[src/rtl/console_addr_qualifier.sv]
// console_addr_qualifier: debounces the raw 2600 console address bus into a
// registered stable address, and turns UI hotspot reads into one-cycle events.
//
// Ports:
//   CLOCK_50      in   system clock, rising edge
//   RESET_N       in   synchronous reset, active-low
//   CONSOLE_ADDR  in   raw console address (13 bits, glitchy)
//   ENABLE        in   UI active; gates key and start events
//   STABLE_ADDR   out  last accepted address
//   ADDR_STROBE   out  one-cycle pulse when STABLE_ADDR takes a new value
//   KEY_INC/KEY_DEC/KEY_LEFT/KEY_RIGHT  out  one-cycle hotspot pulses
//   START_GAME    out  one-cycle pulse on a completed arm->start sequence
//
// DEBOUNCE_CYCLES is legal in 1..15. Hotspot addresses must be distinct.
module console_addr_qualifier #(
  parameter int unsigned DEBOUNCE_CYCLES = 2,
  parameter logic [12:0] INC_ADDR   = 13'h1150,
  parameter logic [12:0] DEC_ADDR   = 13'h1162,
  parameter logic [12:0] LEFT_ADDR  = 13'h1177,
  parameter logic [12:0] RIGHT_ADDR = 13'h1190,
  parameter logic [12:0] ARM_ADDR   = 13'h104C,
  parameter logic [12:0] START_ADDR = 13'h1FFC
) (
  input  logic        CLOCK_50,
  input  logic        RESET_N,
  input  logic [12:0] CONSOLE_ADDR,
  input  logic        ENABLE,
  output logic [12:0] STABLE_ADDR,
  output logic        ADDR_STROBE,
  output logic        KEY_INC,
  output logic        KEY_DEC,
  output logic        KEY_LEFT,
  output logic        KEY_RIGHT,
  output logic        START_GAME
);

  localparam int unsigned ADDR_W = 13;
  localparam int unsigned CNT_W  = 4;
  localparam logic [CNT_W-1:0] CNT_SAT  = CNT_W'(DEBOUNCE_CYCLES);
  localparam logic [CNT_W-1:0] CNT_LAST = CNT_W'(DEBOUNCE_CYCLES - 1);

  logic [ADDR_W-1:0] cand;
  logic [CNT_W-1:0]  cnt;
  logic              armed;

  logic              same_c;
  logic              accept_c;
  logic              new_addr_c;
  logic              fire_c;
  logic [CNT_W-1:0]  cnt_nxt_c;
  logic              armed_nxt_c;

  // Debounce counting, acceptance detection and arm-state update.
  always_comb begin
    same_c      = (CONSOLE_ADDR == cand);
    // cnt saturates at CNT_SAT, so this fires once per stable run
    accept_c    = same_c && (cnt == CNT_LAST);
    new_addr_c  = accept_c && (cand != STABLE_ADDR);
    fire_c      = new_addr_c && ENABLE;

    cnt_nxt_c = cnt;
    if (!same_c) begin
      cnt_nxt_c = '0;
    end else if (cnt < CNT_SAT) begin
      cnt_nxt_c = cnt + CNT_W'(1);
    end

    // Arm state only moves on acceptance edges; anything but ARM disarms
    armed_nxt_c = armed;
    if (accept_c) begin
      armed_nxt_c = ENABLE && (cand == ARM_ADDR);
    end
  end

  // State and registered outputs; pulses default low on non-acceptance edges.
  always_ff @(posedge CLOCK_50) begin
    if (!RESET_N) begin
      cand        <= '0;
      cnt         <= '0;
      armed       <= 1'b0;
      STABLE_ADDR <= '0;
      ADDR_STROBE <= 1'b0;
      KEY_INC     <= 1'b0;
      KEY_DEC     <= 1'b0;
      KEY_LEFT    <= 1'b0;
      KEY_RIGHT   <= 1'b0;
      START_GAME  <= 1'b0;
    end else begin
      if (!same_c) begin
        cand <= CONSOLE_ADDR;
      end
      cnt   <= cnt_nxt_c;
      armed <= armed_nxt_c;
      if (new_addr_c) begin
        STABLE_ADDR <= cand;
      end
      ADDR_STROBE <= new_addr_c;
      KEY_INC     <= fire_c && (cand == INC_ADDR);
      KEY_DEC     <= fire_c && (cand == DEC_ADDR);
      KEY_LEFT    <= fire_c && (cand == LEFT_ADDR);
      KEY_RIGHT   <= fire_c && (cand == RIGHT_ADDR);
      START_GAME  <= fire_c && armed && (cand == START_ADDR);
    end
  end

endmodule
[config.mk]
export PLATFORM = sky130hd
export DESIGN_NAME = console_addr_qualifier
export DESIGN_NICKNAME = d
export VERILOG_FILES = /design/src/rtl/console_addr_qualifier.sv
export SDC_FILE = /design/constraint.sdc
export NUM_CORES = 1
export LEC_CHECK = 0
export ABC_AREA = 1
export BUFFER_PORTS_ARGS = -buffer_cell sky130_fd_sc_hd__buf_4
export CAP_MARGIN = 20
export CELL_PAD_IN_SITES_DETAIL_PLACEMENT = 0
export CELL_PAD_IN_SITES_GLOBAL_PLACEMENT = 1
export CORE_ASPECT_RATIO = 1.25
export CORE_MARGIN = 5
export CORE_UTILIZATION = 38
export CTS_BUF_LIST = sky130_fd_sc_hd__clkbuf_16
export CTS_CLUSTER_DIAMETER = 150
export DETAILED_ROUTE_END_ITERATION = 8
export PLACE_DENSITY_LB_ADDON = 0.08
export SYNTH_ARGS = -nofsm -noshare
export SYNTH_HDL_FRONTEND = slang
export SYNTH_SLANG_ARGS = --single-unit
[constraint.sdc]
create_clock -name CLOCK_50 -period 1.75 [get_ports CLOCK_50]
set_input_delay 0.35 -clock CLOCK_50 [delete_from_list [all_inputs] [get_ports CLOCK_50]]
set_output_delay 0.35 -clock CLOCK_50 [all_outputs]
set_load 0.01 [all_outputs]
==> out/results.ini <==
[detailed_routing]
dr_total_vias=2006
vias_per_cell=4.57
wl_per_cell_um=11.9
drtPass1Iterations=4
wirelength_mm=5.22
detail-route-antenna-nets=0
drc_errors=0
dr.first_iter.drc_count=98

[worst_setup_path]
required_ns=1.92
end_kind=flop
r2r_slack_ns=0.16
path_delay_family=simple AND/OR/NAND/NOR gates
start_kind=flop
crit_chain=inv_2, nand2_1, nand2_1, nor2_2, nand2_1, nor2_1, nand2_2, inv_2, nor2_4, buf_4, nor2_1, nor2_1
cp_max_fo=7
slowest_stage=dfxtp_2
worst_path_largest_cell_delay_ns=0.38
cp.arrival_ns=1.77
crit_type=flop to flop
path_buf_inv=3

[placed_design]
numPlacedInstances=428
pre_cts_slack_ns=-0.0643
dp_hpwl_mm=4.16
port_buffers=34
place.gp.congestion=0.874

[die]
die_y_um=90.6
std_cell_rows=29
pin_count=35
die_area_mm2=0.00674
start_util_pct=39.1
die_x_um=74.5
fp.coreArea_mm2=0.00504

[sta]
finalWorstSetupSlack_ns=0.160
finalMaxSlewViolations=0
hold_ws_ns=0.262
skew_ns=0.00290
max_slew.worst_pin.slew_ns=0.490
finalCriticalPeriod_ns=1.59
finalHoldViolations=0
fin_crit_sh_pct=90.9
fmax_ghz=0.629
relSlewSlack_pct=67.1
setup_viol_count_final=0
tns_ns=0

[global_route]
grt_usage_pct=16.6
antenna_found_initial=0
grt_max_degree=29
grt-ovfl-total=0
first_global_vias=1841
grt_pass1_wl_mm=8.63

[cts]
path_clk_slew_ns=0.06
clock-root-buffer=clkbuf_16
cts_buffers=5
htreeDepth=2
clockBufferDepth=2
cts_sinks=37
postCtsHoldBufs=0
cts_tree=built
clk_latency_ns=0.28

[run_status]
outcome=finished, final reports clean

[pwr]
power_leakage_nw=1.35
irDropWorstVdd_uv=493
power.total_mw=2.25
powerDensity_mw_per_mm2=853

[layout]
mostFrequentLayoutCells=nand2_1 (104), inv_1 (56), nor2_1 (55), buf_4 (55), dfxtp_1 (33)
fillerInstances=549
multi_input_area_um2=981
synthToLayoutAreaGrowth_pct=33.4
n_antenna_cell=0
regArea_um2=746
final_common_cell=nand2_1
stdcell_count=439
final_nets=394
drive_above_1_share_pct=21.0

[synthesis]
synth.avg_cell_area_um2=6.15
yosys_warnings=0
synth.distinct_cells=22
synthesis.nets=339
ys_ff_latch=37
syn_inst=321
netlist_area_mm2=0.00197
ys_seq_area_share_pct=37.5

[min_path]
holdCritPathClass=input port to flop

[job]
cap_violations=0

-- worst reg2reg max path, delay by kind of cell, from the launching register on --
family,cells,cell delay [ns]
flip-flops,1,0.38
buffers and inverters,3,0.33
AND/OR/NAND/NOR,9,0.79
-- power breakdown --
group | switching (mW) | leakage, nW | total [mW] | internal, mW
Sequential | 0.0171 | 0.303 | 0.877 | 0.860
Clock | 0.342 | 0.0938 | 1.16 | 0.813
Combinational | 0.124 | 0.953 | 0.213 | 0.0895
-- sequential cells by signal, indices dropped and copies added (netlist names) --
| register | cells |
|---|---|
| STABLE_ADDR | 13 |
| cand | 13 |
| cnt | 4 |
| ADDR_STROBE | 1 |
| KEY_DEC | 1 |
| KEY_INC | 1 |
| KEY_LEFT | 1 |
| KEY_RIGHT | 1 |
| START_GAME | 1 |
| armed | 1 |
-- metrics by stage --
| step | util [%] | cell area, um^2 |
|---|---|---|
| 2_1_floorplan | - | 1970 |
| 3_3_place_gp | 47.6 | 2400 |
| 3_5_place_dp | 47.6 | 2400 |
| 4_1_cts | 51.4 | 2590 |
| 5_1_grt | 52.2 | 2630 |
| 6_report | 52.2 | 2630 |
-- per-layer routing --
layer / vias to the layer above / global-route usage [%] / part of all wire (%)
li1: 1078 / - / -
met1: 890 / 21.4 / 46
met2: 31 / 27.3 / 49
met3: 7 / 3.12 / 3.9
met4: 0 / 5.04 / 1.3
met5: - / 0 / 0
-- repair_timing --
| action | 4_1_cts | 5_1_grt |
|---|---|---|
| gates resized for setup | 0 | 9 |
| setup buffers | 0 | 3 |
| hold endpoints to repair | 0 | 0 |
| setup endpoints to repair | 0 | 17 |
-- cells in the mapped netlist --
cell | number | area share, %
nand4_1 | 16 | 5.1
nand3_2 | 1 | 0.51
inv_1 | 58 | 11
or2_2 | 1 | 0.32
nand2_1 | 105 | 20
inv_2 | 2 | 0.38
nor4_1 | 3 | 0.95
xor2_1 | 2 | 0.89
buf_6 | 1 | 0.57
or2b_1 | 1 | 0.38
nand3_1 | 10 | 2.5
buf_4 | 1 | 0.38
nor3_1 | 10 | 2.5
nor2_1 | 56 | 11
buf_2 | 1 | 0.25
a21oi_1 | 3 | 0.76
nor2_4 | 2 | 1.1
ha_1 | 2 | 1.3
clkbuf_1 | 4 | 0.76
dfxtp_1 | 37 | 38
xnor2_1 | 4 | 1.8
nand2_2 | 1 | 0.32
-- area by class of cell --
cell class | count | share of cell area, %
clock buffers | 5 | 4.75
well taps | 62 | 2.95
multi-input cells | 217 | 37.3
inverters | 60 | 8.56
repair buffers | 55 | 15.7
flip-flops and latches | 37 | 28.3
clock inverters | 3 | 2.47
-- kinds of logic (layout without fill, tap and decap cells) --
logic type               Yosys count  in the layout  synth area share (%)
flip-flops                        37             37                  37.5
AND/OR/NAND/NOR                  206            206                  44.4
AO/OA/AOI/OAI                      3              3                 0.761
buffers and inverters             67            123                  13.4
adder cells (fa/ha/maj)            2              2                  1.27
XOR/XNOR                           6              6                  2.66
-- final timing paths --
kind / startpoint / endpoint / cells after the start
worst max-delay path: cand[5] / STABLE_ADDR[7] / 12
worst min-delay path: CONSOLE_ADDR[8] / cand[8] / 3
worst max register to register: cand[5] / STABLE_ADDR[7] / 12
worst min register to register: cnt[3] / cnt[3] / 2
Power figures use the tool's default switching activity.
